### config.mk
export PLATFORM = sky130hd
export DESIGN_NAME = crossbar_burst_scheduler
export DESIGN_NICKNAME = d
export VERILOG_FILES = /design/src/rtl/xbar_sched_pkg.sv /design/src/rtl/xbar_port_sched.sv /design/src/rtl/crossbar_burst_scheduler.sv
export SDC_FILE = /design/constraint.sdc
export NUM_CORES = 1
export LEC_CHECK = 0
export ABC_AREA = 1
export BUFFER_PORTS_ARGS = -buffer_cell sky130_fd_sc_hd__clkbuf_2
export CORE_ASPECT_RATIO = 1.4
export CORE_MARGIN = 4
export CORE_UTILIZATION = 55
export CTS_CLUSTER_DIAMETER = 30
export DETAILED_ROUTE_END_ITERATION = 16
export MAX_ROUTING_LAYER = met4
export PLACE_DENSITY = 0.8
export SLEW_MARGIN = 0
export SYNTH_ARGS = -nofsm -noshare
export SYNTH_HDL_FRONTEND = slang
export SYNTH_HIERARCHICAL = 1
export SYNTH_SLANG_ARGS = --single-unit
### constraint.sdc
create_clock -name clk_i -period 2.73 [get_ports clk_i]
set_clock_uncertainty 0.1 [all_clocks]
set_input_delay 0 -clock clk_i [delete_from_list [all_inputs] [get_ports clk_i]]
set_output_delay 0 -clock clk_i [all_outputs]
set_load 0.01 [all_outputs]
### src/rtl/xbar_sched_pkg.sv
// Shared types and width helpers for the crossbar burst scheduler.
package xbar_sched_pkg;

  typedef enum logic {
    StIdle   = 1'b0,
    StLocked = 1'b1
  } port_sched_state_t;

  // Index width for n items, never narrower than one bit.
  function automatic int unsigned id_width(input int unsigned n);
    return (n > 1) ? $clog2(n) : 1;
  endfunction

endpackage

### src/rtl/xbar_port_sched.sv
// Per-output-port scheduler: priority requester, round-robin normal requesters,
// burst locking and a starvation guard on consecutive priority wins.
module xbar_port_sched
  import xbar_sched_pkg::*;
#(
  parameter int unsigned NIn         = 8,
  parameter int unsigned StarveLimit = 4,
  localparam int unsigned IdW        = id_width(NIn),
  localparam int unsigned CntW       = id_width(StarveLimit + 1)
) (
  input  logic           clk_i,
  input  logic           rst_ni,
  input  logic [NIn-1:0] req_i,
  input  logic [NIn-1:0] last_i,
  input  logic           prio_req_i,
  output logic [NIn-1:0] grant_o,
  output logic [IdW-1:0] id_o,
  output logic           prio_grant_o,
  output logic           locked_o,
  output logic           starve_override_o
);

  port_sched_state_t state_q, state_d;
  logic [IdW-1:0]    rr_ptr_q, rr_ptr_d;
  logic [IdW-1:0]    lock_id_q, lock_id_d;
  logic [CntW-1:0]   cnt_q, cnt_d, cnt_inc;
  logic [IdW-1:0]    win;
  logic              win_vld;
  logic              prio_ok;
  int unsigned       idx;
  logic [NIn-1:0]    grant;
  logic [IdW-1:0]    id;
  logic              prio_grant;
  logic              sovr;

  // Round-robin search from rr_ptr_q, wrapping modulo NIn (not 2^IdW).
  always_comb begin
    win     = '0;
    win_vld = 1'b0;
    idx     = 0;
    for (int unsigned k = 0; k < NIn; k++) begin
      idx = 32'(rr_ptr_q) + k;
      if (idx >= NIn) idx = idx - NIn;
      if (!win_vld && req_i[idx[IdW-1:0]]) begin
        win_vld = 1'b1;
        win     = idx[IdW-1:0];
      end
    end
  end

  assign cnt_inc = (cnt_q == '1) ? cnt_q : cnt_q + 1'b1;
  assign prio_ok = prio_req_i && ((StarveLimit == 0) || (32'(cnt_q) < StarveLimit));

  // Next-state and grant decode.
  always_comb begin
    state_d    = state_q;
    rr_ptr_d   = rr_ptr_q;
    lock_id_d  = lock_id_q;
    cnt_d      = cnt_q;
    grant      = '0;
    id         = '0;
    prio_grant = 1'b0;
    sovr       = 1'b0;
    case (state_q)
      StLocked: begin
        if (req_i[lock_id_q]) begin
          grant[lock_id_q] = 1'b1;
          id               = lock_id_q;
          if (last_i[lock_id_q]) state_d = StIdle;
        end else begin
          // Owner dropped or retargeted mid-burst: release without granting.
          state_d = StIdle;
        end
      end
      StIdle: begin
        if (prio_ok) begin
          prio_grant = 1'b1;
          cnt_d      = (|req_i) ? cnt_inc : '0;
        end else if (win_vld) begin
          grant[win] = 1'b1;
          id         = win;
          rr_ptr_d   = (win == IdW'(NIn - 1)) ? '0 : win + 1'b1;
          cnt_d      = '0;
          sovr       = prio_req_i;
          if (!last_i[win]) begin
            state_d   = StLocked;
            lock_id_d = win;
          end
        end else begin
          cnt_d = '0;
        end
      end
      default: state_d = StIdle;
    endcase
  end

  // Scheduler state register.
  always_ff @(posedge clk_i or negedge rst_ni) begin
    if (!rst_ni) begin
      state_q   <= StIdle;
      rr_ptr_q  <= '0;
      lock_id_q <= '0;
      cnt_q     <= '0;
    end else begin
      state_q   <= state_d;
      rr_ptr_q  <= rr_ptr_d;
      lock_id_q <= lock_id_d;
      cnt_q     <= cnt_d;
    end
  end

  // Outputs are held low for the whole time reset is asserted.
  assign grant_o           = rst_ni ? grant : '0;
  assign id_o              = rst_ni ? id : '0;
  assign prio_grant_o      = rst_ni & prio_grant;
  assign starve_override_o = rst_ni & sovr;
  assign locked_o          = rst_ni & (state_d == StLocked);

  a_onehot_grant: assert property (@(posedge clk_i) disable iff (!rst_ni) $onehot0(grant_o));
  a_excl_grant:   assert property (@(posedge clk_i) disable iff (!rst_ni)
                                   !(prio_grant_o && (|grant_o)));
  a_lock_no_prio: assert property (@(posedge clk_i) disable iff (!rst_ni)
                                   locked_o |-> !prio_grant_o);

endmodule

### src/rtl/crossbar_burst_scheduler.sv
// Crossbar scheduler top: decodes requests per output port, runs one port
// scheduler per output and folds the per-port grants back onto the inputs.
module crossbar_burst_scheduler
  import xbar_sched_pkg::*;
#(
  parameter int unsigned N_IN_PORTS   = 8,
  parameter int unsigned N_OUT_PORTS  = 8,
  parameter int unsigned STARVE_LIMIT = 4,
  localparam int unsigned IN_ID_W     = id_width(N_IN_PORTS),
  localparam int unsigned OUT_ID_W    = id_width(N_OUT_PORTS)
) (
  input  logic                              clk_i,
  input  logic                              rst_ni,
  input  logic [N_IN_PORTS-1:0]             req_i,
  input  logic [N_IN_PORTS*OUT_ID_W-1:0]    req_out_port_i,
  input  logic [N_IN_PORTS-1:0]             req_last_i,
  input  logic [N_OUT_PORTS-1:0]            priority_req_i,
  output logic [N_IN_PORTS-1:0]             grant_o,
  output logic [N_OUT_PORTS-1:0]            priority_grant_o,
  output logic [N_OUT_PORTS-1:0]            grant_out_port_wise_o,
  output logic [N_OUT_PORTS*N_IN_PORTS-1:0] detailed_grant_o,
  output logic [N_OUT_PORTS*IN_ID_W-1:0]    granted_requester_id_o,
  output logic [N_OUT_PORTS-1:0]            locked_o,
  output logic [N_OUT_PORTS-1:0]            starve_override_o
);

  for (genvar o = 0; o < N_OUT_PORTS; o++) begin : g_port
    logic [N_IN_PORTS-1:0] port_req;

    // Inputs whose request targets this output port.
    always_comb begin
      port_req = '0;
      for (int unsigned i = 0; i < N_IN_PORTS; i++) begin
        port_req[i] = req_i[i] && (req_out_port_i[i*OUT_ID_W +: OUT_ID_W] == OUT_ID_W'(o));
      end
    end

    xbar_port_sched #(
      .NIn         (N_IN_PORTS),
      .StarveLimit (STARVE_LIMIT)
    ) u_sched (
      .clk_i             (clk_i),
      .rst_ni            (rst_ni),
      .req_i             (port_req),
      .last_i            (req_last_i),
      .prio_req_i        (priority_req_i[o]),
      .grant_o           (detailed_grant_o[o*N_IN_PORTS +: N_IN_PORTS]),
      .id_o              (granted_requester_id_o[o*IN_ID_W +: IN_ID_W]),
      .prio_grant_o      (priority_grant_o[o]),
      .locked_o          (locked_o[o]),
      .starve_override_o (starve_override_o[o])
    );

    assign grant_out_port_wise_o[o] = priority_grant_o[o] |
                                      (|detailed_grant_o[o*N_IN_PORTS +: N_IN_PORTS]);
  end

  // An input targets a single port, so OR-ing across ports never merges grants.
  always_comb begin
    grant_o = '0;
    for (int unsigned o = 0; o < N_OUT_PORTS; o++) begin
      for (int unsigned i = 0; i < N_IN_PORTS; i++) begin
        grant_o[i] = grant_o[i] | detailed_grant_o[o*N_IN_PORTS + i];
      end
    end
  end

endmodule

==> results of run 1 <==
-- logic make-up after synthesis --
kind of cell / after synthesis
buf+inv: 348
xor+xnor: 32
compound gates: 288
simple gates: 1786
flops: 80
fa+ha+maj: 47
-- metal layers --
layer,track usage,overflow
met5,-,-
met4,0.791,21
met3,0.566,0
met2,0.943,22
met1,0.697,0
-- through the flow --
step                       util  std cells  worst slack (ns)  instance area, sq um
after floorplan               -       2581            -0.130                 15800
after global placement    0.782       3637            -0.429                 21000
after detailed placement  0.782       3637            -0.425                 21000
after CTS                 0.932       3772            -0.667                 25100
-- repair_timing --
item / CTS
pin swaps: 251
hold buffers: 2
gates cloned: 0
endpoints found under the hold margin: 52
gates resized for setup: 636
setup buffers: 130
endpoints found under the setup margin: 173
==> impl_metrics.csv, run 1 <==
group,metric,value,unit
yosys,yosys.area_share.simple,0.588,
yosys,netlist_top_cells_area,"nand2_1, dfrtp_1, nand3_1",
die,initial_core_util,0.560,
run_status,firstError,"[ERROR GRT-0116] Global routing finished with congestion. Check the congestion regions in the DRC Viewer.",
cts,cts_max_level,3,
yosys,synth-seq-cells,80,
yosys,synthXorXnorAreaFrac,0.0201,
yosys,synthFlopType,"dfrtp_1",
yosys,synthCells,2581,
die,num_rows,71,
placed_design,port_buffers,177,
yosys,synth_warnings,6,
placed_design,dp_hpwl,52.9,mm
run_status,status,"stopped before the end",
yosys,synth_top_family_by_area,"simple AND/OR/NAND/NOR gates",
yosys,synth_area_per_cell,5.84,sq um
die,fp.dieH,204,microns
cts,clockRootBuffer,"clkbuf_16",
die,fp.dieW,148,microns
cts,clock_sinks,80,
yosys,muxShareOfSynthArea,0,
yosys,synth_compound_area_frac,0.121,
die,io_pins,178,
yosys,synth_most_common_cell,"nand2_1",
yosys,yosys.cell_types.count,52,
placed_design,routabilityCongestion,1.06,
global_route,grt_pass1_wl,173,mm
cts,cts_max_path_buffers,2,
yosys,synth_area,0.0151,sq mm
yosys,yosys.area.top_type,"nand2_1",
yosys,synth.top_cell.area_share,0.187,
yosys,async_reset_ff_frac,1.00,
global_route,grt_pass1_vias,29400,
yosys,synth_fa_ha_area_frac,0.0390,
yosys,synth.cells.most_frequent,"nand2_1, nor2_1, nand3_1, inv_1, o21ai_0",
yosys,ys_seq_area_frac,0.133,
cts,cts-buffers-inserted,9,
global_route,overflow,43,
global_route,grtUsageTotal,0.754,
global_route,grt_max_degree,27,
run_status,haltStage,"5_1_grt",
yosys,synth-edff-count,0,
yosys,synth_fp_nets,2678,
==> run 2, diff against run 1 <==
--- a/config.mk
+++ b/config.mk
@@ -7,13 +7,10 @@
 export LEC_CHECK = 0
 export ABC_AREA = 1
 export BUFFER_PORTS_ARGS = -buffer_cell sky130_fd_sc_hd__clkbuf_2
-export CORE_ASPECT_RATIO = 1.4
 export CORE_MARGIN = 4
-export CORE_UTILIZATION = 55
-export CTS_CLUSTER_DIAMETER = 30
+export CORE_UTILIZATION = 40
 export DETAILED_ROUTE_END_ITERATION = 16
-export MAX_ROUTING_LAYER = met4
-export PLACE_DENSITY = 0.8
+export PLACE_DENSITY_LB_ADDON = 0.15
 export SLEW_MARGIN = 0
 export SYNTH_ARGS = -nofsm -noshare
 export SYNTH_HDL_FRONTEND = slang
==> constraint.sdc (replaced) <==
create_clock -name clk_i -period 3.5 [get_ports clk_i]
set_clock_uncertainty 0.1 [all_clocks]
set_input_delay 0 -clock clk_i [delete_from_list [all_inputs] [get_ports clk_i]]
set_output_delay 0 -clock clk_i [all_outputs]
set_load 0.01 [all_outputs]
==> run 2 against run 1 <==
Effect of this change:
- the flow now finishes, with violations (setup timing)
- synthesized cell count did not move
- area after synthesis unchanged
==> impl_metrics.csv, run 2 <==
group,metric,value,unit
timing,hold_viol,0,
cts,clockRootBuffer,"clkbuf_16",
flow_run,max_cap_violations,0,
cts,cts_tree,"done",
cells_and_area,biggestRegsByFlops,"g_port.u_sched/cnt_q: 24 flops, g_port.u_sched/lock_id_q: 24 flops, g_port.u_sched/rr_ptr_q: 24 flops",
cts,clock_sinks,80,
cells_and_area,multi_input_area,0.0135,sq mm
cells_and_area,fillerInstances,3669,
placed_design,port_buffers,177,
route,vias,18900,
yosys,yosys.area.top_type,"nand2_1",
die,die_area,0.0408,sq mm
critical_path,critPathTopFamily,"simple AND/OR/NAND/NOR gates",
cts,cts_max_level,3,
hold_path,hp-class,"input port to register",
die,num_rows,70,
run_status,violations,"setup timing",
die,io_pins,178,
die,core_area,0.0369,sq mm
timing,finalSetupViolCount,5,
timing,slew_headroom,0.425,
timing,fin_crit_sh,1.02,
critical_path,timing_worst_setup_path_type,"register to primary output",
yosys,async_reset_ff_frac,1.00,
timing,maxSlewViolCount,0,
yosys,netlist_top_cells_area,"nand2_1, dfrtp_1, nand3_1",
global_route,grtUsageTotal,0.285,
route,wl,63.3,mm
yosys,synthCells,2581,
cts,clock_latency,0.39,ns
global_route,antenna_found_initial,9,
critical_path,worstSetupEndpointType,"primary output",
route,detail-route-antenna-nets,0,
yosys,synth-edff-count,0,
yosys,synth-seq-cells,80,
route,drc_errors,0,
cells_and_area,layout_commonest_cell,"nand2_1",
placed_design,dp_hpwl,48.7,mm
timing,worst_slack,-0.0530,ns
placed_design,dpl_cell_area,0.0169,sq mm
critical_path,cp_max_fo,8,
run_status,status,"finished with violations",
yosys,yosys.cell_types.count,52,
timing,min_period,3.55,ns
cells_and_area,mostFrequentLayoutCells,"nand2_1, nor2_1, nand3_1",
placed_design,place_ws,0.0918,ns
cells_and_area,stdcell_count,3457,
cts,cts-buffers-inserted,9,
cells_and_area,fin_nets,3042,
global_route,grt_pass1_vias,17000,
yosys,synth_area_per_cell,5.84,sq um
route,routed_via_density,5.48,
yosys,ys_seq_area_frac,0.133,
timing,grt_setup_unrepaired,"yes",
timing,fmax,281,MHz
critical_path,crit_buf_inv,6,
critical_path,startpoint_type,"register",
yosys,synth.cells.most_frequent,"nand2_1, nor2_1, nand3_1, inv_1, o21ai_0",
critical_path,crit_chain,"buf_4 > ha_4 > xnor2_1 > nand3_2 > nand2_4 > nor2_8 > buf_4 > nand2_1 > nand2_1 > nand2_1 > inv_1 > nor2_2 > nand3_4 > nand2_4 > clkinv_4 > nor2_4 > a22oi_1 > nor2_1 > buf_4 > or2_1 > nor2_1 > nand2_1 > buf_6",
critical_path,max_stage_delay,0.38,ns
die,initial_core_util,0.409,
die,fp.dieH,202,microns
yosys,synth_most_common_cell,"nand2_1",
yosys,synth.top_cell.area_share,0.187,
placed_design,routabilityCongestion,1.02,
yosys,synthFlopType,"dfrtp_1",
cells_and_area,final_area,0.0204,sq mm
timing,worst_slew_pin_slew,0.861,ns
cells_and_area,syn_to_final_growth,35.4,%
die,fp.dieW,202,microns
route,wl_per_cell,18.3,microns
yosys,synth_fp_nets,2678,
critical_path,critPathRequiredTime,3.40,ns
critical_path,cpMostUsedCell,"nand2_1",
critical_path,arrival,3.45,ns
cts,cts_max_path_buffers,2,
yosys,synth_warnings,6,
global_route,grt_max_degree,23,
cells_and_area,drive_above_1_share,0.362,
placed_design,dp_cells,3307,
global_route,overflow,0,
cells_and_area,seqCellArea,0.00201,sq mm
yosys,synth_area,0.0151,sq mm
critical_path,worst_path_max_delay_cell,"dfrtp_1",
route,drt_iter0_markers,1497,
global_route,grt_pass1_wl,93.7,mm
route,drt_pass1_iterations,6,
cts,path_clk_slew,0.06,ns
## run 2: cell counts after synthesis
Identical to the previous run, type by type.
## run 2: through the flow
| step | setup TNS (ns) | hold slack, ns | utilization |
|---|---|---|---|
| 2_1_floorplan | 0 | -0.396 | - |
| 3_3_place_gp | 0 | -0.104 | 0.459 |
| 3_5_place_dp | 0 | -0.102 | 0.459 |
| 4_1_cts | -0.00456 | 0.0399 | 0.485 |
| 5_1_grt | -2.41 | 0.117 | 0.553 |
| 6_report | -0.135 | 0.0662 | 0.553 |
## run 2: final cells by class
cell class                      count  share of cell area
Clock buffer                       11              0.0124
Clock inverter                      3             0.00441
Timing Repair Buffer              401               0.133
Inverter                          300              0.0574
Tap cell                          504              0.0309
Antenna cell                        5            0.000613
Multi-Input combinational cell   2153               0.662
Sequential cell                    80              0.0984
## run 2: layer usage
layer,routed length [microns],track usage,vias up
met5,56,0,-
met4,3060,0.130,8
met3,4510,0.0483,177
met2,29200,0.459,787
met1,26500,0.376,8800
li1,-,-,9157
## run 2: final timing paths
kind	from	end	slack, ns	cells after the start
worst max-delay path	g_port[7].u_sched/rr_ptr_q[1]	grant_out_port_wise_o[7]	-0.05	23
worst min-delay path	priority_req_i[3]	g_port[3].u_sched/cnt_q[2]	0.07	7
worst max register to register	g_port[0].u_sched/rr_ptr_q[0]	g_port[0].u_sched/rr_ptr_q[2]	0.48	19
worst min register to register	g_port[2].u_sched/cnt_q[1]	g_port[2].u_sched/cnt_q[1]	0.39	2
max in group asynchronous	rst_ni	g_port[7].u_sched/rr_ptr_q[2]	2.49	4
min in group asynchronous	rst_ni	g_port[4].u_sched/cnt_q[1]	0.21	3
## run 2: cells by family (layout without fill, tap and decap cells)
family,Yosys count,count (layout),share of synthesized area
DFF,80,80,0.133
and+or+nand+nor,1786,1786,0.588
other,0,5,0
buffers and inverters,348,715,0.0989
AOI/OAI and AO/OA,288,288,0.121
adders and majority gates,47,47,0.0390
xor gates and xnor gates,32,32,0.0201
## run 2: what timing repair did
action,CTS,global route
hold endpoints to repair,83,0
hold buffers,3,0
setup buffers,14,115
gates resized for setup,115,362
pin swaps,13,146
setup endpoints to repair,30,71
## run 2: worst register-to-register path, stage by stage (launching register included)
cell and delay [ns]:
dfrtp_1 0.40, inv_2 0.08, ha_4 0.29, buf_8 0.14, nand3_4 0.10, nand2_2 0.11
nand2_1 0.08, nand2_2 0.11, nor2_1 0.05, nand2_1 0.05, nand2_1 0.07, nor2_2 0.10
nand3_2 0.08, nor2_2 0.17, nand3_4 0.14, buf_4 0.16, ha_1 0.21, ha_1 0.27
nand2_1 0.06, o21ai_0 0.12
Power of run 2 is not shown: default switching activity piles up to over one toggle a cycle in this logic, so the estimate is an artifact.
==> run 3, diff against run 2 <==
--- a/config.mk
+++ b/config.mk
@@ -11,6 +11,7 @@
 export CORE_UTILIZATION = 40
 export DETAILED_ROUTE_END_ITERATION = 16
 export PLACE_DENSITY_LB_ADDON = 0.15
+export REMOVE_ABC_BUFFERS = 1
 export SLEW_MARGIN = 0
 export SYNTH_ARGS = -nofsm -noshare
 export SYNTH_HDL_FRONTEND = slang
==> run 3 against run 2 <==
Effect of this change:
- the run still ends with setup timing left
- largest cell class unchanged
- register-to-register slack gained 0.04 ns
- die area stayed put
- wire length fell by 0.91%
- sequential share of layout area grew 0.21 points
- utilization shrank 1.1 points
==> impl_metrics.csv, run 3 (synthesis gave the netlist of run 2 again) <==
group,metric,value,unit
cells_and_area,final_core_util,0.542,
cells_and_area,drive_above_1_share,0.348,
cells_and_area,biggestRegsByFlops,"g_port.u_sched/cnt_q: 24 flops, g_port.u_sched/lock_id_q: 24 flops, g_port.u_sched/rr_ptr_q: 24 flops",
die,initial_core_util,0.409,
route,vias,18700,
critical_path,startpoint_type,"register",
timing,slew_headroom,0.442,
die,fp.dieW,202,microns
global_route,antenna_found_initial,1,
hold_path,hp-class,"input port to asynchronous set/reset pin",
timing,grt_setup_unrepaired,"yes",
placed_design,routabilityCongestion,1.02,
critical_path,r2r_slack,0.52,ns
timing,tns,-0.00102,ns
global_route,grt_max_degree,39,
timing,worst_slack,-0.00102,ns
critical_path,timing_worst_setup_path_type,"register to primary output",
placed_design,place_ws,0.104,ns
placed_design,dp_hpwl,48.8,mm
route,drt_pass1_iterations,11,
critical_path,cp_max_fo,9,
route,drc_errors,0,
cells_and_area,fin_nets,3026,
cts,clock_sinks,80,
route,detail-route-antenna-nets,0,
flow_run,max_cap_violations,0,
die,io_pins,178,
cts,clockRootBuffer,"clkbuf_16",
run_status,violations,"setup timing",
global_route,grtUsageTotal,0.287,
cts,cts_max_level,3,
die,num_rows,70,
die,core_area,0.0369,sq mm
timing,maxSlewViolCount,0,
critical_path,critPathRequiredTime,3.40,ns
cts,cts-buffers-inserted,9,
die,fp.dieH,202,microns
global_route,grt_pass1_vias,17000,
timing,finalSetupViolCount,1,
critical_path,arrival,3.40,ns
route,wl,62.7,mm
critical_path,worstSetupEndpointType,"primary output",
run_status,status,"finished with violations",
route,drt_iter0_markers,1311,
cells_and_area,mostFrequentLayoutCells,"nand2_1, nor2_1, nand3_1",
cts,clock_latency,0.38,ns
timing,hold_ws,0.0659,ns
route,wl_per_cell,18.3,microns
global_route,overflow,0,
cells_and_area,syn_to_final_growth,32.7,%
timing,fmax,286,MHz
timing,worst_slew_pin_slew,0.830,ns
route,routed_via_density,5.44,
placed_design,port_buffers,177,
timing,min_period,3.50,ns
cells_and_area,layout_commonest_cell,"nand2_1",
timing,hold_viol,0,
cts,cts_max_path_buffers,2,
timing,fin_crit_sh,1.00,
cts,cts_tree,"done",
global_route,grt_pass1_wl,94.3,mm
die,die_area,0.0408,sq mm
cts,path_clk_slew,0.07,ns
==> run 3: layout make-up <==
class / count / area (sq um)
flip-flops and latches: 80 / 2010
multi-input cells: 2153 / 13400
clock buffers: 13 / 250
fillers: 3706 / 16900
clock inverters: 1 / 5.00
well taps: 504 / 631
diodes: 1 / 2.50
repair buffers: 385 / 2560
inverters: 300 / 1170
==> run 3: per-layer routing <==
layer	part of all wire	GRT usage	wire length, microns	vias up
met5	0	0	0	-
li1	-	-	-	9130
met3	0.058	0.0361	3630	136
met4	0.051	0.133	3170	0
met1	0.43	0.387	26900	8762
met2	0.46	0.457	29000	674
==> run 3: per-stage QoR <==
step	instance area [sq um]	cells
floorplan	14700	2533
global placement	17100	3325
detailed placement	17100	3325
CTS	17800	3350
global route	20000	3437
finish	20000	3437
==> run 3: final timing paths <==
kind	end	from	cells after the start
setup / recovery	grant_o[2]	g_port[4].u_sched/rr_ptr_q[1]	20
min in group clk_i	g_port[2].u_sched/cnt_q[1]	priority_req_i[2]	7
setup reg to reg	g_port[6].u_sched/rr_ptr_q[2]	g_port[6].u_sched/rr_ptr_q[0]	19
hold / removal	g_port[4].u_sched/cnt_q[2]	rst_ni	2
max in group asynchronous	g_port[7].u_sched/rr_ptr_q[2]	rst_ni	3
hold reg to reg	g_port[3].u_sched/cnt_q[1]	g_port[3].u_sched/cnt_q[1]	2
==> run 3: timing repair <==
action / 4_1_cts / 5_1_grt
hold endpoints to repair: 25 / 0
buffers inserted: 9 / 86
gates cloned: 0 / 0
gates resized for setup: 102 / 335
pin swaps: 13 / 109
hold buffers: 2 / 0
endpoints found under the setup margin: 25 / 68
==> run 3: worst max-delay path, stage by stage, from the launching register on <==
cell,delay [ns]
dfrtp_1,0.40
buf_4,0.19
ha_4,0.20
xor2_2,0.16
nand3_2,0.11
nand2_4,0.08
nor2_8,0.14
nand4_4,0.15
nor2_4,0.20
nand2_2,0.10
nand2_1,0.12
nand2_1,0.07
nand2_2,0.12
nor2_2,0.07
nand2_1,0.08
a21oi_2,0.05
buf_4,0.18
nor2_2,0.08
buf_4,0.14
nand4_1,0.18
buf_2,0.21
Power of run 3 is left out for the same reason.
==> run 4, diff against run 3 <==
--- a/config.mk
+++ b/config.mk
@@ -15,5 +15,4 @@
 export SLEW_MARGIN = 0
 export SYNTH_ARGS = -nofsm -noshare
 export SYNTH_HDL_FRONTEND = slang
-export SYNTH_HIERARCHICAL = 1
 export SYNTH_SLANG_ARGS = --single-unit
==> run 4 against run 3 <==
Effect of this change:
- the flow now finishes without violations
- critical endpoint is now grant_o[3]
- wire length increased by 4.1%
- maximum frequency rose by 2.3%
- sequential share of layout area hardly changed
- register-to-register slack worse by 0.11 ns
==> impl_metrics.csv, run 4 <==
group,metric,value,unit
cts,cts_max_path_buffers,2,
route,routed_via_density,5.51,
route,drt_pass1_iterations,6,
cells_and_area,seqCellArea,0.00202,sq mm
placed_design,dp_cells,3350,
route,wl,65.3,mm
global_route,grt_pass1_vias,17000,
yosys,netlist_top_cells_area,"nand2_1, dfrtp_1, nand3_1",
yosys,synth_warnings,0,
placed_design,dpl_cell_area,0.0161,sq mm
hold_path,hp-class,"input port to register",
cells_and_area,syn_to_final_growth,38.6,%
die,num_rows,69,
hold_path,whs_path_depth,7,
critical_path,cpMostUsedCell,"nand2_2",
cts,cts_max_level,3,
yosys,async_reset_ff_frac,1.00,
die,io_pins,178,
timing,fmax,292,MHz
global_route,grt_max_degree,128,
timing,grt_setup_unrepaired,"yes",
critical_path,reg2reg_from,"g_port[5].u_sched.rr_ptr_q[0]",
cells_and_area,biggestRegsByFlops,"g_port.u_sched.cnt_q: 24 flops, g_port.u_sched.lock_id_q: 24 flops, g_port.u_sched.rr_ptr_q: 24 flops",
global_route,grt_pass1_wl,94.9,mm
global_route,antenna_found_initial,0,
critical_path,r2r_end,"g_port[5].u_sched.rr_ptr_q[1]",
placed_design,routabilityCongestion,1.03,
global_route,grtUsageTotal,0.307,
yosys,synth.top_cell.area_share,0.240,
critical_path,critPathRequiredTime,3.40,ns
cts,cts_tree,"done",
die,die_area,0.0394,sq mm
yosys,synth.cells.most_frequent,"nand2_1, inv_1, nand3_1, nor2_1, o21ai_0",
critical_path,max_stage_delay,0.46,ns
yosys,yosys.area.top_type,"nand2_1",
route,drt_iter0_markers,1838,
critical_path,r2r_slack,0.41,ns
cells_and_area,fillerInstances,3644,
timing,hold_viol,0,
cells_and_area,stdcell_count,3511,
cells_and_area,drive_above_1_share,0.329,
critical_path,critPathTopFamily,"simple AND/OR/NAND/NOR gates",
cts,path_clk_slew,0.08,ns
global_route,overflow,0,
critical_path,crit_buf_inv,4,
yosys,yosys.cell_types.count,60,
timing,worst_slew_pin_slew,0.799,ns
critical_path,timing_worst_setup_path_type,"register to primary output",
yosys,synth-seq-cells,80,
placed_design,port_buffers,177,
timing,maxSlewViolCount,0,
yosys,synth_most_common_cell,"nand2_1",
die,fp.dieW,198,microns
critical_path,arrival,3.32,ns
critical_path,rr_worst_depth,18,
yosys,synth-edff-count,0,
cts,clock_latency,0.39,ns
critical_path,worst_path_max_delay_cell,"dfrtp_2",
run_status,status,"complete, no violations",
cells_and_area,multi_input_area,0.0127,sq mm
critical_path,crit_chain,"buf_6 > ha_4 > xor2_2 > buf_4 > nand3_2 > nand2_2 > nor2_4 > nand4_4 > buf_4 > nor2_2 > nor2_1 > nand2_2 > a21oi_2 > nand2_2 > o21bai_1 > nand2_2 > nand2_1 > nor2_1 > nand2_1 > buf_6",
timing,min_period,3.42,ns
cts,cts-buffers-inserted,9,
cells_and_area,fin_nets,3138,
timing,finalSetupViolCount,0,
hold_path,min_from,"priority_req_i[4]",
hold_path,holdPathEnd,"g_port[4].u_sched.cnt_q[2]",
route,drc_errors,0,
cts,clock_sinks,80,
die,fp.dieH,198,microns
timing,slew_headroom,0.467,
timing,fin_crit_sh,0.977,
yosys,synthFlopType,"dfrtp_1",
critical_path,worstSetupEndpointType,"primary output",
critical_path,cp_max_fo,5,
critical_path,startpoint_type,"register",
cells_and_area,final_area,0.0201,sq mm
route,wl_per_cell,18.6,microns
cts,clockRootBuffer,"clkbuf_16",
yosys,synth_area_per_cell,5.36,sq um
route,vias,19300,
placed_design,dp_hpwl,49.8,mm
flow_run,max_cap_violations,0,
yosys,synthCells,2704,
cells_and_area,mostFrequentLayoutCells,"nand2_1, inv_1, nor2_1",
die,core_area,0.0357,sq mm
cells_and_area,layout_commonest_cell,"nand2_1",
route,detail-route-antenna-nets,0,
die,initial_core_util,0.407,
yosys,ys_seq_area_frac,0.138,
yosys,synth_area,0.0145,sq mm
## run 4: cell types whose count changed in the layout (fill, tap and decap cells not counted), moves of 18 or more
cell and change:
o21ai_1 +26, o21a_1 -18, a21oi_2 -41, o21ai_2 +24, nand2_2 +29, inv_1 +102
nand2_1 +86, nor2_1 -52, o211ai_1 +21, nand3_1 -21
## run 4: worst max-delay path by stage
stage	endpoint	cells after the start	start
after floorplan	g_port[6].u_sched.rr_ptr_q[1]	18	g_port[6].u_sched.rr_ptr_q[1]
after detailed placement	grant_o[0]	19	g_port[2].u_sched.rr_ptr_q[1]
final	grant_o[3]	20	g_port[7].u_sched.rr_ptr_q[0]
after CTS	grant_o[7]	19	g_port[6].u_sched.rr_ptr_q[0]
after global placement	grant_o[0]	21	g_port[6].u_sched.rr_ptr_q[1]
after global routing	grant_o[4]	21	g_port[7].u_sched.rr_ptr_q[0]
## run 4: layout make-up
class | count | area share
Multi-Input combinational cell | 2130 | 0.633
Antenna cell | 1 | 0.000125
Clock inverter | 6 | 0.00573
Inverter | 414 | 0.0791
Timing Repair Buffer | 409 | 0.142
Tap cell | 461 | 0.0287
Sequential cell | 80 | 0.100
Clock buffer | 10 | 0.0114
## run 4: kinds of logic after synthesis
| logic type | count (synthesis) | synth area share |
|---|---|---|
| AND/OR/NAND/NOR | 1766 | 0.543 |
| buffers and inverters | 494 | 0.141 |
| XOR/XNOR | 24 | 0.0155 |
| multiplexers | 6 | 0.00414 |
| flip-flops | 80 | 0.138 |
| adder cells (fa/ha/maj) | 44 | 0.0380 |
| AO/OA/AOI/OAI | 290 | 0.120 |
## run 4: repair_timing
item / 4_1_cts / 5_1_grt
gates cloned: 0 / 2
endpoints found under the hold margin: 87 / 0
setup buffers: 37 / 100
hold buffers: 6 / 0
pin swaps: 31 / 174
setup endpoints to repair: 49 / 87
gates resized for setup: 107 / 516
## run 4: layer usage
metal | track usage | vias to the layer above | share of wire
met1 | 0.413 | 9017 | 0.42
met3 | 0.0491 | 187 | 0.074
met4 | 0.108 | 0 | 0.049
met2 | 0.501 | 815 | 0.45
met5 | 0 | - | 0
li1 | - | 9321 | -
## run 4: metrics by stage
step	util	worst slack (ns)	TNS (ns)	hold slack [ns]
detailed placement	0.453	0.0274	0	0.0765
finish	0.564	0.0790	0	0.0636
CTS	0.484	-0.0200	-0.0200	0.0382
global route	0.564	-0.0880	-1.30	0.137
global placement	0.453	0.0121	0	0.0786
floorplan	-	0.306	0	-0.396
## run 4: worst min-delay path, delay by kind of cell
| kind | cells | cell delay [ns] |
|---|---|---|
| buffers and inverters | 3 | 0.26 |
| AND/OR/NAND/NOR | 3 | 0.21 |
| AO/OA/AOI/OAI | 1 | 0.06 |
Power of run 4 is left out for the same reason.
